**src/rtl/sm3_msg_expand_ctrl.sv**
```systemverilog
// sm3_msg_expand_ctrl
// Sequences SM3 message expansion for one 512-bit block: loads W0..W15 into a
// 16-word sliding window, then streams (Wj, W'j) round pairs to the compression
// engine. W16 and later words are generated into the window one per accepted pair.
module sm3_msg_expand_ctrl #(
    parameter int ROUNDS = 64
) (
    input  logic        clk,
    input  logic        rst,
    input  logic [31:0] din,
    input  logic        din_valid,
    output logic        din_ready,
    output logic [31:0] w_out,
    output logic [31:0] wp_out,
    output logic [5:0]  w_idx,
    output logic        w_valid,
    input  logic        w_ready,
    output logic        busy,
    output logic        done
);

    typedef enum logic [1:0] {
        IDLE = 2'd0,
        LOAD = 2'd1,
        RUN  = 2'd2
    } state_t;

    localparam logic [5:0] LAST_IDX = 6'(ROUNDS - 1);

    state_t      state;
    state_t      state_nxt;
    logic [5:0]  cnt;
    logic [5:0]  cnt_nxt;
    logic        done_q;
    logic        done_nxt;
    logic        shift_in;
    logic        shift_gen;
    logic [31:0] win [16];
    logic [31:0] gen_word;

    function automatic logic [31:0] rotl(input logic [31:0] x, input int unsigned n);
        return (x << n) | (x >> (32 - n));
    endfunction

    function automatic logic [31:0] p1(input logic [31:0] x);
        return x ^ rotl(x, 15) ^ rotl(x, 23);
    endfunction

    // W(j+16) from the current window, where win[k] holds W(j+k)
    always_comb begin
        gen_word = p1(win[0] ^ win[7] ^ rotl(win[13], 15)) ^ rotl(win[3], 7) ^ win[10];
    end

    // Next-state logic: word capture in IDLE/LOAD, pair handshakes in RUN
    always_comb begin
        state_nxt = state;
        cnt_nxt   = cnt;
        done_nxt  = 1'b0;
        shift_in  = 1'b0;
        shift_gen = 1'b0;
        case (state)
            IDLE: begin
                if (din_valid) begin
                    shift_in  = 1'b1;
                    cnt_nxt   = 6'd1;
                    state_nxt = LOAD;
                end
            end
            LOAD: begin
                if (din_valid) begin
                    shift_in = 1'b1;
                    if (cnt == 6'd15) begin
                        cnt_nxt   = 6'd0;
                        state_nxt = RUN;
                    end else begin
                        cnt_nxt = cnt + 6'd1;
                    end
                end
            end
            RUN: begin
                if (w_ready) begin
                    shift_gen = 1'b1;
                    if (cnt == LAST_IDX) begin
                        cnt_nxt   = 6'd0;
                        done_nxt  = 1'b1;
                        state_nxt = IDLE;
                    end else begin
                        cnt_nxt = cnt + 6'd1;
                    end
                end
            end
            default: begin
                state_nxt = IDLE;
                cnt_nxt   = 6'd0;
            end
        endcase
    end

    // Control registers: state, word/round counter and the done pulse
    always_ff @(posedge clk or posedge rst) begin
        if (rst) begin
            state  <= IDLE;
            cnt    <= 6'd0;
            done_q <= 1'b0;
        end else begin
            state  <= state_nxt;
            cnt    <= cnt_nxt;
            done_q <= done_nxt;
        end
    end

    // Sliding window: shifts down on every captured or generated word
    always_ff @(posedge clk or posedge rst) begin
        if (rst) begin
            for (int k = 0; k < 16; k++) begin
                win[k] <= 32'd0;
            end
        end else if (shift_in || shift_gen) begin
            for (int k = 0; k < 15; k++) begin
                win[k] <= win[k + 1];
            end
            win[15] <= shift_in ? din : gen_word;
        end
    end

    // Outputs are decoded from registers; din_ready is held low while reset is applied
    always_comb begin
        din_ready = !rst && (state == IDLE || state == LOAD);
        w_valid   = (state == RUN);
        w_out     = (state == RUN) ? win[0] : 32'd0;
        wp_out    = (state == RUN) ? (win[0] ^ win[4]) : 32'd0;
        w_idx     = (state == RUN) ? cnt : 6'd0;
        busy      = (state == LOAD) || (state == RUN);
        done      = done_q;
    end

endmodule

```
**config.mk**
```make
export PLATFORM = sky130hd
export DESIGN_NAME = sm3_msg_expand_ctrl
export DESIGN_NICKNAME = d
export VERILOG_FILES = /design/src/rtl/sm3_msg_expand_ctrl.sv
export SDC_FILE = /design/constraint.sdc
export NUM_CORES = 1
export LEC_CHECK = 0
export BUFFER_PORTS_ARGS = -buffer_cell sky130_fd_sc_hd__buf_2
export CORE_MARGIN = 3
export CORE_UTILIZATION = 35
export CTS_CLUSTER_DIAMETER = 120
export DETAILED_ROUTE_END_ITERATION = 10
export GPL_TIMING_DRIVEN = 0
export REMOVE_ABC_BUFFERS = 1
export SKIP_LAST_GASP = 1
export SYNTH_ARGS = -nofsm -noshare
export SYNTH_HDL_FRONTEND = slang
export SYNTH_SLANG_ARGS = --single-unit
```
**constraint.sdc**
```tcl
create_clock -name clk -period 17.1 [get_ports clk]
set_input_delay 1.71 -clock clk [delete_from_list [all_inputs] [get_ports clk]]
set_output_delay 1.71 -clock clk [all_outputs]
set_load 0.01 [all_outputs]
```
==> results.toml <==
[final_layout]
utilization = 0.412
layout_common_cells = "dfrtp_1 (521), mux2_2 (281), mux2_1 (200)"
antennaDiodeCount = 0
drive_gt1_frac = 0.302
final_area_um2 = 25600
final_nets = 1682
final_common_cell = "dfrtp_1"
area_growth_syn_to_layout_pct = 15.6

[route]
first_pass_iters = 4
vias_per_cell = 4.64
vias = 11663
first_iter_violations = 552
totalWireLength_mm = 43.6
wl_per_cell_um = 17.4
drcViolationCount = 0
ant_nets = 0

[pwr]
p_leak_nw = 11.7
seqPwrFrac = 0.367
ir_drop_mv = 0.0861
p_switching_mw = 2.05
switching_share = 0.344
p_per_area_nw_per_um2 = 233
power_frac_comb = 0.440
p_total_mw = 5.95
power_frac_clock = 0.193
intPower_mw = 3.91

[synthesis]
synth.avg_cell_area_um2 = 14.5
syn_inst = 1526
synth-simple-area-share = 0.0334
synthXorXnorAreaFrac = 0.0886
synth_top_family_by_area = "multiplexers"
synth_edf_count = 0
async_reset_ff_frac = 1.00
synth-warning-count = 0
ys.flop_type = "dfrtp_1"
syn_area_um2 = 22100
ys_ff_latch = 521
yosysSeqAreaShare = 0.589
muxShareOfSynthArea = 0.245
ys_types = 35
synthAdderAreaFrac = 0.00339
synth-compound-area-share = 0.0182

[clock_network]
cts_root_buffer = "clkbuf_16"
ctsResizeCount = 0
clk-insertion-delay-late_ns = 0.59
clockBufferDepth = 3
cts_tree = "built"
cts_hold_buf = 0
cts_setup_buffers = 0
numCtsBuffers = 53
clk_pin_slew_ns = 0.06
clock-sinks = 521
cts.htree.levels = 2

[placed_design]
dpl.hpwl_mm = 29.7
place_congestion = 0.704
place_ws_ns = 12.83
placed_cell_area_um2 = 23900
portBuffers = 109

[setup_path]
worst_setup_path_start_kind = "register"
rr_worst_depth = 8
critPathBufInv = 4
critPathKind = "register to output port"
crit_arrival_ns = 3.02
critPathCaptureType = "output port"
crit_chain = "inv_1 -> ha_2 -> buf_12 -> clkinv_2 -> nor2_1 -> buf_2"
path_delay_family = "buffers and inverters"
cp.depth = 6
cp-startpoint = "state[0]"
r2r_start = "state[0]"
cp.required_ns = 15.39
cp_max_fo = 34
r2r_slack_ns = 13.52
critPathSlowestCell = "clkinv_2"
slowest_delay_ns = 0.60

[grt]
overflow = 0
first_global_vias = 12595
grt.busiest_layer = "met2"
antenna_found_initial = 0
grt.met1_usage = 0.179
gr-usage-met2 = 0.228
grt_max_degree = 137
grt_pass1_wl_mm = 71.5
grt_use_met3 = 0.0231
grtUsageTotal = 0.135

[sta]
tns_ns = 0
finalMaxSlewViolations = 0
timing.final.ws_setup_ns = 12.37
relSlewSlack = 0.240
final-setup-viol-count = 0
worst_pin_slew_ns = 1.14
clock-skew-final_ns = 0.0130
period_share = 0.277
rsz0062_at_grt = "no"
finalHoldViolCount = 0
fmax_mhz = 211
fin_crit_ns = 4.73

[floorplanning]
die_h_um = 258
ioPinCount = 110
rows = 91
core-area_um2 = 62200
die-area_um2 = 66300
die_w_um = 258
initial_core_util = 0.356

[hold_path]
min_path_type = "register to register"
hold_path_depth = 1
min_from = "win[339]"

[outcome]
outcome = "finished, final reports clean"

[flow_run]
maxCapViolCount = 0
## power groups by stage
stage,clock network [mW],registers (mW),logic [mW]
finish,1.15,2.18,2.62
detailed placement,0,2.21,2.67
floorplan,0,2.06,2.44
CTS,1.19,2.19,2.69
global placement,0,2.20,3.24
global route,1.24,2.26,2.88
## through the flow
step,hold WS [ns],instances
6_report,0.479,2514
5_1_grt,0.499,2514
4_1_cts,0.482,2514
3_5_place_dp,0.470,2422
3_3_place_gp,0.462,2396
2_1_floorplan,0.453,1450
## metal layers
layer	share of wire	wire length, µm
met2	0.49	21200
met4	0.021	936
met1	0.46	20000
met5	0	0
met3	0.034	1470
## Yosys cell counts (2+ instances only)
cell	number	area [µm²]
buf_2	33	165
xnor2_1	192	1680
nor2_1	37	139
or3_1	2	12.5
o21ai_0	5	25.0
o22ai_1	2	12.5
inv_1	4	15.0
nor3_1	4	20.0
mux2_2	281	3160
or2_2	3	18.8
nand3_1	2	10.0
mux2_1	200	2250
o221ai_1	32	280
dfrtp_1	521	13000
xor2_1	32	280
and2_1	38	238
nand2_1	71	267
buf_6	22	248
ha_1	6	75.1
a21oi_1	3	15.0
clkbuf_1	21	78.8
a21o_1	2	15.0
## logic make-up after synthesis
| kind of cell | after synthesis |
|---|---|
| and+or+nand+nor | 162 |
| buffers and inverters | 81 |
| AOI/OAI and AO/OA | 51 |
| adders and majority gates | 6 |
| DFF | 521 |
| muxes | 481 |
| xor gates and xnor gates | 224 |
## final timing paths
check,endpoint
setup reg to reg,state[0]
hold / removal,win[371]
min in group asynchronous,cnt[2]
max in group asynchronous,win[76]
hold reg to reg,win[371]
setup / recovery,wp_out[25]
## registers in the layout, summed over array words and instances (netlist names)
signal	count
cnt	6
done	1
state	2
win	512
## final cells by class
cell class | instances | area (µm²)
multi-input combinational | 924 | 8610
clock inverter | 13 | 146
inverter | 5 | 27.5
sequential | 521 | 13000
clock buffer | 79 | 1590
timing repair buffer | 135 | 1130
fill | 5748 | 36600
tap | 837 | 1050
(Power assumes the default switching activity.)
